<file path="src/rtl/uart_partner.sv">
// rtl/uart_partner.sv - full-duplex UART with TX/RX FIFOs, configurable framing and sticky error flags
module uart_partner #(
  parameter int clk_freq       = 100000000,
  parameter int uart_baud_rate = 1152000,
  parameter int data_bits      = 8,
  parameter int parity         = 0,
  parameter int stop_bits      = 1,
  parameter int fifo_depth     = 16
) (
  input  logic                          clk,
  input  logic                          rst,
  input  logic [data_bits-1:0]          tx_data,
  input  logic                          tx_wr,
  output logic                          tx_full,
  output logic                          tx_empty,
  output logic                          tx_busy,
  output logic [data_bits-1:0]          rx_data,
  input  logic                          rx_rd,
  output logic                          rx_empty,
  output logic [$clog2(fifo_depth):0]   rx_count,
  output logic                          parity_err,
  output logic                          frame_err,
  output logic                          overrun,
  input  logic                          err_clr,
  input  logic                          uart_rxd,
  output logic                          uart_txd
);
  localparam int DIV_RAW = (clk_freq + uart_baud_rate / 2) / uart_baud_rate;
  localparam int DIV     = (DIV_RAW < 2) ? 2 : DIV_RAW;
  localparam int AW      = $clog2(fifo_depth);
  localparam int CW      = $clog2(2 * DIV + 1);
  localparam bit HAS_PAR = (parity != 0);
  localparam bit ODD     = (parity == 1);
  localparam logic [CW-1:0] BIT_LAST  = CW'(DIV - 1);
  localparam logic [CW-1:0] HALF_LAST = CW'(DIV / 2 - 1);
  localparam logic [CW-1:0] STOP_LAST = CW'(stop_bits * DIV - 1);
  localparam logic [2:0]    LAST_BIT  = 3'(data_bits - 1);
  localparam logic [AW:0]   DEPTH_C   = fifo_depth[AW:0];

  typedef enum logic [2:0] {S_IDLE, S_START, S_DATA, S_PARITY, S_STOP} state_t;

  logic [data_bits-1:0] r_tx_mem [fifo_depth];
  logic [AW-1:0]        r_tx_wp, r_tx_rp;
  logic [AW:0]          r_tx_cnt;
  logic                 w_tx_push, w_tx_pop, w_tx_tick, w_tx_par;
  logic [data_bits-1:0] w_tx_head;
  state_t               r_tx_state, w_tx_next;
  logic [CW-1:0]        r_tx_tcnt;
  logic [2:0]           r_tx_bit;
  logic [data_bits:0]   r_tx_shift;
  logic                 r_txd, r_tx_busy;

  assign tx_full   = (r_tx_cnt == DEPTH_C);
  assign tx_empty  = (r_tx_cnt == '0);
  assign w_tx_push = tx_wr & ~tx_full;
  assign w_tx_head = r_tx_mem[r_tx_rp];
  assign w_tx_par  = (^w_tx_head) ^ ODD;
  assign w_tx_tick = (r_tx_tcnt == ((r_tx_state == S_STOP) ? STOP_LAST : BIT_LAST));
  assign uart_txd  = r_txd;
  assign tx_busy   = r_tx_busy;

  always_ff @(posedge clk) if (w_tx_push) r_tx_mem[r_tx_wp] <= tx_data;

  always_ff @(posedge clk or negedge rst) begin
    if (!rst) begin
      r_tx_wp <= '0; r_tx_rp <= '0; r_tx_cnt <= '0;
    end else begin
      if (w_tx_push) r_tx_wp <= r_tx_wp + 1'b1;
      if (w_tx_pop)  r_tx_rp <= r_tx_rp + 1'b1;
      if (w_tx_push && !w_tx_pop)      r_tx_cnt <= r_tx_cnt + 1'b1;
      else if (!w_tx_push && w_tx_pop) r_tx_cnt <= r_tx_cnt - 1'b1;
    end
  end

  // STOP chains straight into the next START when another character is queued
  always_comb begin
    w_tx_next = r_tx_state;
    w_tx_pop  = 1'b0;
    case (r_tx_state)
      S_IDLE:   if (!tx_empty) begin w_tx_next = S_START; w_tx_pop = 1'b1; end
      S_START:  if (w_tx_tick) w_tx_next = S_DATA;
      S_DATA:   if (w_tx_tick && r_tx_bit == LAST_BIT) w_tx_next = HAS_PAR ? S_PARITY : S_STOP;
      S_PARITY: if (w_tx_tick) w_tx_next = S_STOP;
      S_STOP:   if (w_tx_tick) begin
                  if (!tx_empty) begin w_tx_next = S_START; w_tx_pop = 1'b1; end
                  else w_tx_next = S_IDLE;
                end
      default:  w_tx_next = S_IDLE;
    endcase
  end

  always_ff @(posedge clk or negedge rst) begin
    if (!rst) begin
      r_tx_state <= S_IDLE; r_tx_tcnt <= '0; r_tx_bit <= '0;
      r_tx_shift <= '0; r_txd <= 1'b1; r_tx_busy <= 1'b0;
    end else begin
      r_tx_state <= w_tx_next;
      r_tx_tcnt  <= (r_tx_state == S_IDLE || w_tx_tick) ? '0 : r_tx_tcnt + 1'b1;
      if (w_tx_pop) r_tx_shift <= {w_tx_par, w_tx_head};
      else if (r_tx_state == S_DATA && w_tx_tick) r_tx_shift <= {1'b1, r_tx_shift[data_bits:1]};
      if (r_tx_state != S_DATA) r_tx_bit <= '0;
      else if (w_tx_tick) r_tx_bit <= r_tx_bit + 1'b1;
      r_txd     <= (r_tx_state == S_START) ? 1'b0 :
                   (r_tx_state == S_DATA || r_tx_state == S_PARITY) ? r_tx_shift[0] : 1'b1;
      r_tx_busy <= (r_tx_state != S_IDLE);
    end
  end

  logic                 r_rx_s1, r_rx_s2, r_rx_prev;
  state_t               r_rx_state, w_rx_next;
  logic [CW-1:0]        r_rx_tcnt;
  logic [2:0]           r_rx_bit;
  logic [data_bits-1:0] r_rx_shift;
  logic                 r_rx_par;
  logic                 w_rx_fall, w_rx_tick, w_rx_done, w_rx_par_ok, w_rx_good;
  logic [data_bits-1:0] r_rx_mem [fifo_depth];
  logic [AW-1:0]        r_rx_wp, r_rx_rp;
  logic [AW:0]          r_rx_cnt;
  logic                 w_rx_full, w_rx_push, w_rx_pop, w_rx_ovr;
  logic                 r_perr, r_ferr, r_ovr;

  assign w_rx_fall   = r_rx_prev & ~r_rx_s2;
  assign w_rx_tick   = (r_rx_tcnt == ((r_rx_state == S_START) ? HALF_LAST : BIT_LAST));
  assign w_rx_par_ok = !HAS_PAR || (r_rx_par == ((^r_rx_shift) ^ ODD));
  assign w_rx_good   = w_rx_done & r_rx_s2 & w_rx_par_ok;

  always_comb begin
    w_rx_next = r_rx_state;
    w_rx_done = 1'b0;
    case (r_rx_state)
      S_IDLE:   if (w_rx_fall) w_rx_next = S_START;
      S_START:  if (w_rx_tick) w_rx_next = r_rx_s2 ? S_IDLE : S_DATA;
      S_DATA:   if (w_rx_tick && r_rx_bit == LAST_BIT) w_rx_next = HAS_PAR ? S_PARITY : S_STOP;
      S_PARITY: if (w_rx_tick) w_rx_next = S_STOP;
      S_STOP:   if (w_rx_tick) begin w_rx_next = S_IDLE; w_rx_done = 1'b1; end
      default:  w_rx_next = S_IDLE;
    endcase
  end

  always_ff @(posedge clk or negedge rst) begin
    if (!rst) begin
      r_rx_s1 <= 1'b1; r_rx_s2 <= 1'b1; r_rx_prev <= 1'b1;
      r_rx_state <= S_IDLE; r_rx_tcnt <= '0; r_rx_bit <= '0;
      r_rx_shift <= '0; r_rx_par <= 1'b0;
    end else begin
      r_rx_s1    <= uart_rxd;
      r_rx_s2    <= r_rx_s1;
      r_rx_prev  <= r_rx_s2;
      r_rx_state <= w_rx_next;
      r_rx_tcnt  <= (r_rx_state == S_IDLE || w_rx_tick) ? '0 : r_rx_tcnt + 1'b1;
      if (r_rx_state != S_DATA) r_rx_bit <= '0;
      else if (w_rx_tick) begin
        r_rx_bit   <= r_rx_bit + 1'b1;
        r_rx_shift <= {r_rx_s2, r_rx_shift[data_bits-1:1]};
      end
      if (r_rx_state == S_PARITY && w_rx_tick) r_rx_par <= r_rx_s2;
    end
  end

  // A same-cycle pop frees the slot, so a full FIFO only overruns without one
  assign w_rx_full = (r_rx_cnt == DEPTH_C);
  assign rx_empty  = (r_rx_cnt == '0);
  assign w_rx_pop  = rx_rd & ~rx_empty;
  assign w_rx_push = w_rx_good & (~w_rx_full | w_rx_pop);
  assign w_rx_ovr  = w_rx_good & w_rx_full & ~w_rx_pop;
  assign rx_data   = rx_empty ? '0 : r_rx_mem[r_rx_rp];
  assign rx_count  = r_rx_cnt;

  always_ff @(posedge clk) if (w_rx_push) r_rx_mem[r_rx_wp] <= r_rx_shift;

  always_ff @(posedge clk or negedge rst) begin
    if (!rst) begin
      r_rx_wp <= '0; r_rx_rp <= '0; r_rx_cnt <= '0;
      r_perr <= 1'b0; r_ferr <= 1'b0; r_ovr <= 1'b0;
    end else begin
      if (w_rx_push) r_rx_wp <= r_rx_wp + 1'b1;
      if (w_rx_pop)  r_rx_rp <= r_rx_rp + 1'b1;
      if (w_rx_push && !w_rx_pop)      r_rx_cnt <= r_rx_cnt + 1'b1;
      else if (!w_rx_push && w_rx_pop) r_rx_cnt <= r_rx_cnt - 1'b1;
      r_perr <= (r_perr & ~err_clr) | (w_rx_done & r_rx_s2 & ~w_rx_par_ok);
      r_ferr <= (r_ferr & ~err_clr) | (w_rx_done & ~r_rx_s2);
      r_ovr  <= (r_ovr  & ~err_clr) | w_rx_ovr;
    end
  end

  assign parity_err = r_perr;
  assign frame_err  = r_ferr;
  assign overrun    = r_ovr;
endmodule

</file>
<file path="config.mk">
export PLATFORM = sky130hd
export DESIGN_NAME = uart_partner
export DESIGN_NICKNAME = d
export VERILOG_FILES = /design/src/rtl/uart_partner.sv
export SDC_FILE = /design/constraint.sdc
export NUM_CORES = 1
export LEC_CHECK = 0
export ABC_CLOCK_PERIOD_IN_PS = 4600
export CORE_ASPECT_RATIO = 1.2
export CORE_MARGIN = 5
export CORE_UTILIZATION = 40
export CTS_CLUSTER_DIAMETER = 80
export DETAILED_ROUTE_END_ITERATION = 8
export DONT_BUFFER_PORTS = 1
export GPL_TIMING_DRIVEN = 0
export SYNTH_ARGS = -nofsm -noshare
export SYNTH_HDL_FRONTEND = slang
export SYNTH_SLANG_ARGS = --single-unit
</file>
<file path="constraint.sdc">
create_clock -name clk -period 4.6 [get_ports clk]
set_clock_uncertainty 0.15 [all_clocks]
set_input_delay 0.46 -clock clk [delete_from_list [all_inputs] [get_ports clk]]
set_output_delay 0.46 -clock clk [all_outputs]
set_load 0.03 [all_outputs]
</file>
# Word level (Yosys, flattened, before mapping)

Memory sizes are Yosys's and may differ from the RTL's.
Index checks and enable logic that the tools add are counted.

RAM bits: 256
Word-level logic and storage cells: 150
Memories: 2
Output and inout port bits: 21
Bits of input ports: 14
Register bits: 79

Memories:

| name     | depth | width | read ports | clocked after Yosys merged registers in | write ports | line | text |
|---|---|---|---|---|---|---|---|
| r_rx_mem | 16    | 8     | 1          | 0                                       | 1           | 116  | `logic [data_bits-1:0] r_rx_mem [fifo_depth];` |
| r_tx_mem | 16    | 8     | 1          | 0                                       | 1           | 42   | `logic [data_bits-1:0] r_tx_mem [fifo_depth];` |

Equal/unequal tests: 26
Add/sub/neg operators: 12
Multiplexer cells: 39
Reductions and logical operators: 28
Bitwise logic cells: 21

Operators with widths:

| operator              | number |
|---|---|
| $mux W3               | 14 |
| $pmux W3 S5           | 2 |
| $mux W8               | 3 |
| $mux W5               | 4 |
| $ne A2 B2 Y1 const B  | 10 |
| $mux W9               | 2 |
| $add A4 B1 Y4 const B | 4 |
| $add A8 B1 Y8 const B | 2 |
| $eq A3 B2 Y1 const B  | 4 |
| $eq A3 B3 Y1 const B  | 4 |
| $and A1 B1 Y1         | 11 |
| $mux W1               | 11 |
| $add A5 B1 Y5 const B | 2 |
| $eq A5 B5 Y1 const B  | 2 |
| $logic_not A5 Y1      | 2 |
| $reduce_and A5 Y1     | 2 |
| $reduce_bool A2 Y1    | 5 |
| $sub A5 B1 Y5 const B | 2 |
| $eq A8 B7 Y1          | 1 |
| $eq A8 B7 Y1 const B  | 1 |
| $reduce_xor A8 Y1     | 1 |
| $logic_and A1 B1 Y1   | 7 |
| $mux W7               | 1 |
| $not A1 Y1            | 7 |
| 11 further kinds      | 22 |

# Logic depth before layout (Yosys ltp)

Gate-level depths: netlist of the first run.

Depth after elaboration: 11
Depth in mapped cells: 16
Mapped depth without buffers: 14

# Worst setup path before layout of the first run

Ideal clock, no wire load.

Path kind: register to register
From: register r_rx_cnt[1] (netlist: rx_count[1])
To: register r_rx_cnt[4] (netlist: rx_count[4])
Arrival: 3329 ps
Slack: 985 ps
Buffers on the path: 0
Setup time: 136 ps
Period minus slack after synthesis: 3615 ps
Cell stages (with the launch flop): 13
Required time: 4314 ps
Cells stage by stage: dfrtp_1 > or4_1 > nor2_1 > nor2b_1 > inv_1 > ha_1 > inv_1 > ha_1 > a21o_1 > a21oi_1 > xnor2_1 > nor2_1 > xor2_1

Cells in the longest elaborated chain, start to end: 8
Elaborated cells between the ends (all ways): 16
Classes of those cells: add/sub (2); eq/ne (1); mux (2); bitwise (5); reduce/logical (6)

Ends and longest elaborated chain:

| element                             | line | text |
|---|---|---|
| start, declared                     | 118  | `logic [AW:0] r_rx_cnt;` |
| start signal, assigned              | 178  | `if (w_rx_push && !w_rx_pop) r_rx_cnt <= r_rx_cnt + 1'b1;` |
| start signal, assigned              | 179  | `else if (!w_rx_push && w_rx_pop) r_rx_cnt <= r_rx_cnt - 1'b1;` |
| $logic_not A5 Y1 (*)                | 162  | `assign rx_empty = (r_rx_cnt == '0);` |
| named net rx_empty                  | 19   | `output logic rx_empty,` |
| $not A1 Y1 (*)                      | 163  | `assign w_rx_pop = rx_rd & ~rx_empty;` |
| $and A1 B1 Y1 (*)                   | 163  |  |
| $or A1 B1 Y1                        | 164  | `assign w_rx_push = w_rx_good & (~w_rx_full \| w_rx_pop);` |
| $and A1 B1 Y1                       | 164  |  |
| $logic_not A1 Y1                    | 179  |  |
| $logic_and A1 B1 Y1                 | 179  |  |
| $reduce_bool A2 Y1 (no source line) | -    |  |

The timed path passes the listed nets; every way through them passes the cells marked *. The select of a mux whose other input is x is not followed.
A chain may end at the register's enable or synchronous reset.

# Final worst setup path of the first run

From: register r_rx_cnt[0] (netlist: rx_count[0])
To: register r_rx_cnt[4] (netlist: rx_count[4])

Same word-level chain as after synthesis.

==> impl_metrics.json, run 1 <==
{
  "run_status": "completed",
  "synthDistinctLibCells": 51,
  "cts-buffers-inserted": 35,
  "design.die.area_sq_um": 38200,
  "worst_skew_pair.late_latency_ps": 510,
  "cts_htree_levels": 2,
  "dp_hpwl_mm": 17.0,
  "detail_route.first_pass.iterations": 4,
  "worst_path_required_ps": 4830,
  "maxClockFrequency_mhz": 248,
  "leakagePower_nw": 5.75,
  "io_pins": 35,
  "post-route-drc-count": 0,
  "post_synth_edffs": 256,
  "criticalPathCategory": "reg2reg",
  "ys_seq_elements": 335,
  "pin_count_of_the_biggest_net_entering_global_routing": 80,
  "synth.yosys.seq_area_share_pct": 70.4,
  "globalRouteTotalUtil_pct": 14.1,
  "post-cts-setup-buffers": 0,
  "vias": 6627,
  "net_sw_power_mw": 2.43,
  "p_sw_share_pct": 28.6,
  "power.share.sequential_pct": 44.9,
  "dieHeight_um": 213,
  "design_power_total_mw": 8.49,
  "ir_drop_worst_vdd_uv": 414,
  "hp-class": "in2reg",
  "initial_utilization_pct": 40.4,
  "routabilityCongestion": 0.701,
  "yosysWarningCount": 0,
  "ant_nets": 0,
  "comb_power_share_pct": 23.0,
  "finalWirelength_mm": 25.9,
  "clock_path_buffers": 3,
  "initial_antenna_violation_count": 3,
  "r2r_slack_ps": 570,
  "floorplan.rows": 74,
  "p_clk_share_pct": 32.0,
  "tightestPinTransition_ps": 1340,
  "synth_ff_type": "sky130_fd_sc_hd__edfxtp_1",
  "drive_gt1_share_pct": 18.2,
  "final.fill_count": 2981,
  "clock_tree.root_cell": "sky130_fd_sc_hd__clkbuf_16",
  "chipWidth_um": 179,
  "setup.worst_path.end_class": "flop",
  "post-route-period-util_pct": 87.6,
  "cts_tree": "built",
  "routedWlPerCell_um": 19.8,
  "layout.nets": 866,
  "critical_path.max_fanout": 10,
  "final.hold.worst_slack_ps": 112,
  "internal_power_mw": 6.07,
  "setup_violations": 0,
  "route.detailed.vias_per_inst": 5.08,
  "grt_overflow_total": 0,
  "postSynthNetCount": 816,
  "worst-endpoint-arrival_ps": 4260,
  "setup-tns-final_ps": 0,
  "flow.area_growth_from_synthesis_pct": 13.4,
  "core_area_sq_um": 34000,
  "rsz0062_at_grt": "false",
  "io_buffer_count": 0,
  "path_clk_slew_ps": 60,
  "drv_slew": 0,
  "synth_area_per_cell_sq_um": 17.8,
  "maxSlewHeadroom_pct": 10.0,
  "drt_iter0_drc": 366,
  "wire_length_of_the_first_global_routing_pass_mm": 40.7,
  "clock-sinks": 335,
  "synthesis.instances": 773,
  "final_common_cell": "sky130_fd_sc_hd__edfxtp_1",
  "timing.final.hold_violations": 0,
  "max-cap-violations": 0,
  "synthesis.area_sq_um": 13700,
  "synth-async-reset-ratio_pct": 23.6,
  "final_cell_mix": "sky130_fd_sc_hd__edfxtp_1, sky130_fd_sc_hd__dfrtp_1, sky130_fd_sc_hd__mux4_2, sky130_fd_sc_hd__nor2_1, sky130_fd_sc_hd__nand2_1",
  "first_global_vias": 6998,
  "power_density_nw_per_um2": 546,
  "worstSetupStartpointType": "flop",
  "final_period_minus_worst_setup_slack_ps": 4030
}
==> metal layers <==
metal | vias up | track usage (%) | wire (um)
met5 | - | 0 | 13
met4 | 2 | 3.84 | 568
met3 | 41 | 2.50 | 941
met2 | 102 | 24.9 | 13500
met1 | 3393 | 17.9 | 10800
li1 | 3089 | - | -
==> registers in the layout (all words and copies together), names as in the netlist, 4 cells and up <==
signal and flops:
r_tx_tcnt 8, r_rx_rp 4, r_rx_mem 128, r_tx_shift 9, r_tx_mem 128, r_rx_shift 8
rx_count 5, r_tx_wp 4, r_rx_tcnt 8, r_rx_wp 4, r_tx_cnt 5, r_tx_rp 4
==> logic make-up after synthesis <==
| family | count (synthesis) | synth area share [%] |
|---|---|---|
| flip-flops | 335 | 70.4 |
| multiplexers | 91 | 13.6 |
| XOR/XNOR | 43 | 2.74 |
| AO/OA/AOI/OAI | 54 | 2.60 |
| adder cells (fa/ha/maj) | 29 | 2.75 |
| buffers and inverters | 50 | 1.96 |
| AND/OR/NAND/NOR | 171 | 5.96 |
==> what timing repair did <==
item / CTS / global route
resized for setup: 0 / 0
hold buffers: 12 / 0
hold endpoints to repair: 211 / 0
==> stage by stage <==
step,cell area [sq um],std cells,setup WS [ps],utilization (%)
2_1_floorplan,13700,773,985,-
6_report,15600,1305,570,45.8
3_5_place_dp,14300,1230,491,42.1
4_1_cts,15600,1304,472,45.8
3_3_place_gp,14300,1229,550,42.1
5_1_grt,15600,1305,253,45.8
==> cell type report <==
| class | count | area [sq um] | share of cell area [%] |
|---|---|---|---|
| plain buffers | 33 | 205 | 1.32 |
| clock inverters | 18 | 175 | 1.13 |
| flip-flops and latches | 335 | 9670 | 62.1 |
| clock buffers | 44 | 930 | 5.97 |
| repair buffers | 13 | 143 | 0.916 |
| inverters | 17 | 63.8 | 0.410 |
| well taps | 456 | 571 | 3.66 |
| diodes | 1 | 2.50 | 0.0161 |
| multi-input cells | 388 | 3810 | 24.5 |
==> power groups by stage <==
stage	clock network, mW	logic, mW	registers (mW)
final	2.72	1.96	3.82
after global routing	2.91	2.17	3.86
after CTS	2.79	2.00	3.82
after detailed placement	0	1.95	3.88
after global placement	0	1.93	3.87
after floorplan	0	1.54	3.82
==> path summary, 6_finish.rpt <==
check | startpoint | to | cells past startpoint
setup reg to reg | rx_count[0]$_DFFE_PN0P_ | rx_count[4]$_DFFE_PN0P_ | 12
setup / recovery | rx_count[0]$_DFFE_PN0P_ | rx_count[4]$_DFFE_PN0P_ | 12
hold reg to reg | r_rx_s1$_DFF_PN1_ | r_rx_s2$_DFF_PN1_ | 0
min in group asynchronous | rst | r_rx_tcnt[0]$_DFF_PN0_ | 2
max in group asynchronous | rst | uart_txd$_DFF_PN1_ | 2
hold / removal | rx_rd | r_rx_rp[1]$_DFFE_PN0N_ | 3
==> worst max-delay path, stage by stage (launching register included) <==
cell and delay (ps):
sky130_fd_sc_hd__dfrtp_1 560, sky130_fd_sc_hd__or4_1 600, sky130_fd_sc_hd__nor2_1 810, sky130_fd_sc_hd__nor2b_1 240, sky130_fd_sc_hd__inv_1 180, sky130_fd_sc_hd__ha_1 250, sky130_fd_sc_hd__inv_1 120, sky130_fd_sc_hd__ha_1 300
sky130_fd_sc_hd__a21o_1 180, sky130_fd_sc_hd__a21oi_1 170, sky130_fd_sc_hd__xnor2_1 130, sky130_fd_sc_hd__nor2_1 60, sky130_fd_sc_hd__xor2_1 150
==> cell usage after synthesis, types with 9 or more instances <==
library cell	count	area, sq um
sky130_fd_sc_hd__mux4_1	11	289
sky130_fd_sc_hd__nor2_1	54	203
sky130_fd_sc_hd__xnor2_1	29	254
sky130_fd_sc_hd__nand2_1	47	176
sky130_fd_sc_hd__nand3_1	10	50.1
sky130_fd_sc_hd__mux2_2	10	113
sky130_fd_sc_hd__mux2i_1	9	90.1
sky130_fd_sc_hd__xor2_1	14	123
sky130_fd_sc_hd__mux4_2	61	1370
sky130_fd_sc_hd__dfrtp_1	75	1880
sky130_fd_sc_hd__edfxtp_1	256	7690
sky130_fd_sc_hd__nor3_1	9	45.0
sky130_fd_sc_hd__nor2b_1	14	87.6
sky130_fd_sc_hd__clkbuf_1	12	45.0
sky130_fd_sc_hd__o21ai_0	14	70.1
sky130_fd_sc_hd__ha_1	27	338
sky130_fd_sc_hd__inv_1	17	63.8
sky130_fd_sc_hd__a22oi_1	19	143
(Power assumes the default switching activity.)
==> run 2, diff against run 1 <==
==> constraint.sdc (replaced) <==
create_clock -name clk -period 4.6 [get_ports clk]
set_clock_uncertainty 0.15 [all_clocks]
set_input_delay 0.23 -clock clk [delete_from_list [all_inputs] [get_ports clk]]
set_output_delay 0.23 -clock clk [all_outputs]
set_load 0.03 [all_outputs]
==> run 2 against run 1 <==
Against the previous run: clock power hardly changed; power is essentially flat; routed wire length is 0.13% higher; final cell count barely moved; non-clock buffer count is 1 higher; sequential cell count did not move; via count rose by 0.18%; sequential share of layout area about the same; setup slack worse by 8.6 ps; first-iteration DRC count grew 0.55%; highest routed layer unchanged.
==> impl_metrics.json, run 2 (synthesis gave the netlist of run 1 again) <==
{
  "run_status": "completed",
  "timing.final.hold_violations": 0,
  "wire_length_of_the_first_global_routing_pass_mm": 40.7,
  "leakagePower_nw": 5.75,
  "max_stage_delay_ps": 810,
  "path_buf_inv": 2,
  "cts-buffers-inserted": 35,
  "worstSetupStartpointType": "flop",
  "setup.worst_path.end_class": "flop",
  "tightestPinTransition_ps": 1350,
  "gr-usage-met1_pct": 17.9,
  "drive_gt1_share_pct": 18.1,
  "drv_slew": 0,
  "p_sw_share_pct": 28.6,
  "globalRouteTotalUtil_pct": 14.1,
  "design_power_total_mw": 8.49,
  "crit_chain": "or4_1, nor2_1, nor2b_1, inv_1, ha_1, inv_1, ha_1, a21o_1, a21oi_1, xnor2_1, nor2_1, xor2_1",
  "largestRegisters": "r_rx_mem: 128 flops, r_tx_mem: 128 flops, r_tx_shift: 9 flops",
  "chipWidth_um": 179,
  "final_cell_mix": "sky130_fd_sc_hd__edfxtp_1, sky130_fd_sc_hd__dfrtp_1, sky130_fd_sc_hd__mux4_2, sky130_fd_sc_hd__nor2_1, sky130_fd_sc_hd__nand2_1",
  "worst_skew_pair.late_latency_ps": 510,
  "criticalPathCategory": "reg2reg",
  "p_clk_share_pct": 32.0,
  "worst-endpoint-arrival_ps": 4270,
  "routedWlPerCell_um": 19.9,
  "final.fill_count": 2980,
  "finish.instance_area_sq_um": 15600,
  "grt_use_met3_pct": 2.50,
  "first_global_vias": 7010,
  "layout.nets": 867,
  "multi_input_logic_area_sq_um": 3810,
  "worst_path_required_ps": 4830,
  "max-cap-violations": 0,
  "pin_count_of_the_biggest_net_entering_global_routing": 80,
  "setup-tns-final_ps": 0,
  "drt_iter0_drc": 368,
  "io_pins": 35,
  "path_delay_family": "simple AND/OR/NAND/NOR gates",
  "critical_path.max_fanout": 10,
  "clock_tree.root_cell": "sky130_fd_sc_hd__clkbuf_16",
  "vias": 6639,
  "maxClockFrequency_mhz": 248,
  "global_routing_s_busiest_layer": "met2",
  "clock-sinks": 335,
  "floorplan.rows": 74,
  "critical-path-slowest-cell": "sky130_fd_sc_hd__nor2_1",
  "path_clk_slew_ps": 60,
  "hp-class": "in2reg",
  "layout.area.seq_sq_um": 9670,
  "final_common_cell": "sky130_fd_sc_hd__edfxtp_1",
  "place_area_sq_um": 14300,
  "post-route-drc-count": 0,
  "design.die.area_sq_um": 38200,
  "routabilityCongestion": 0.701,
  "grt_overflow_total": 0,
  "final_period_minus_worst_setup_slack_ps": 4040,
  "net_sw_power_mw": 2.43,
  "setup_violations": 0,
  "comb_power_share_pct": 23.0,
  "cts_tree": "built",
  "power_density_nw_per_um2": 545,
  "flow.area_growth_from_synthesis_pct": 13.4,
  "rsz0062_at_grt": "false",
  "initial_antenna_violation_count": 3,
  "finalWirelength_mm": 25.9,
  "power.share.sequential_pct": 44.9,
  "dieHeight_um": 213,
  "clock_path_buffers": 3,
  "post-route-period-util_pct": 87.8,
  "io_buffer_count": 0,
  "detail_route.first_pass.iterations": 4,
  "maxSlewHeadroom_pct": 9.08,
  "dp_hpwl_mm": 17.0,
  "internal_power_mw": 6.07,
  "route.detailed.vias_per_inst": 5.08,
  "initial_utilization_pct": 40.4,
  "ir_drop_worst_vdd_uv": 413,
  "core_area_sq_um": 34000,
  "globalRouteMet2Util_pct": 25.0,
  "ant_nets": 0,
  "cts_htree_levels": 2
}
run 2: cell types whose count changed in the layout (fill, tap and decap cells not counted):
| cell | delta |
|---|---|
| sky130_fd_sc_hd__dlygate4sd3_1 | +1 |
run 2: through the flow:
step / cells / util, % / setup slack (ps) / hold slack [ps]
6_report: 1306 / 45.8 / 561 / 109
3_3_place_gp: 1229 / 42.1 / 550 / -210
4_1_cts: 1305 / 45.8 / 472 / 88.6
2_1_floorplan: 773 / - / 985 / -216
5_1_grt: 1306 / 45.8 / 253 / 120
3_5_place_dp: 1230 / 42.1 / 491 / -211
run 2: repair_timing:
action                    CTS  global route
hold buffers               13             0
buffers inserted            0             0
gates resized for setup     0             0
hold endpoints to repair  215             0
run 2: cell type report:
type	instances	share of cell area [%]
Antenna cell	1	0.0161
Buffer	33	1.32
Clock buffer	44	5.97
Clock inverter	18	1.12
Inverter	17	0.410
Multi-Input combinational cell	388	24.5
Sequential cell	335	62.1
Tap cell	456	3.66
Timing Repair Buffer	14	0.980
run 2: power by group through the flow:
| stage | Clock [mW] | Sequential (mW) | Combinational [mW] |
|---|---|---|---|
| floorplan | 0 | 3.82 | 1.54 |
| global placement | 0 | 3.87 | 1.93 |
| detailed placement | 0 | 3.88 | 1.95 |
| CTS | 2.79 | 3.82 | 2.00 |
| global route | 2.91 | 3.86 | 2.17 |
| finish | 2.72 | 3.82 | 1.96 |
run 2: path summary, 6_finish.rpt:
kind / startpoint / to / slack (ps) / cells past startpoint
max in group asynchronous: rst / uart_txd$_DFF_PN1_ / 3790 / 2
hold reg to reg: r_rx_s1$_DFF_PN1_ / r_rx_s2$_DFF_PN1_ / 210 / 0
setup / recovery: rx_count[0]$_DFFE_PN0P_ / rx_count[4]$_DFFE_PN0P_ / 560 / 12
min in group asynchronous: rst / r_rx_tcnt[0]$_DFF_PN0_ / 150 / 2
hold / removal: tx_wr / r_tx_wp[0]$_DFFE_PN0P_ / 110 / 3
setup reg to reg: rx_count[0]$_DFFE_PN0P_ / rx_count[4]$_DFFE_PN0P_ / 560 / 12
run 2: tightest hold or removal path: stages:
cell                       delay, ps
sky130_fd_sc_hd__nor2b_1         100
sky130_fd_sc_hd__clkbuf_1        220
sky130_fd_sc_hd__xnor2_1         180
run 2: routing by layer:
layer  vias up  part of all wire, %
li1       3092                    -
met1      3392                   42
met2       112                   52
met3        41                  3.7
met4         2                  2.2
met5         -                0.050
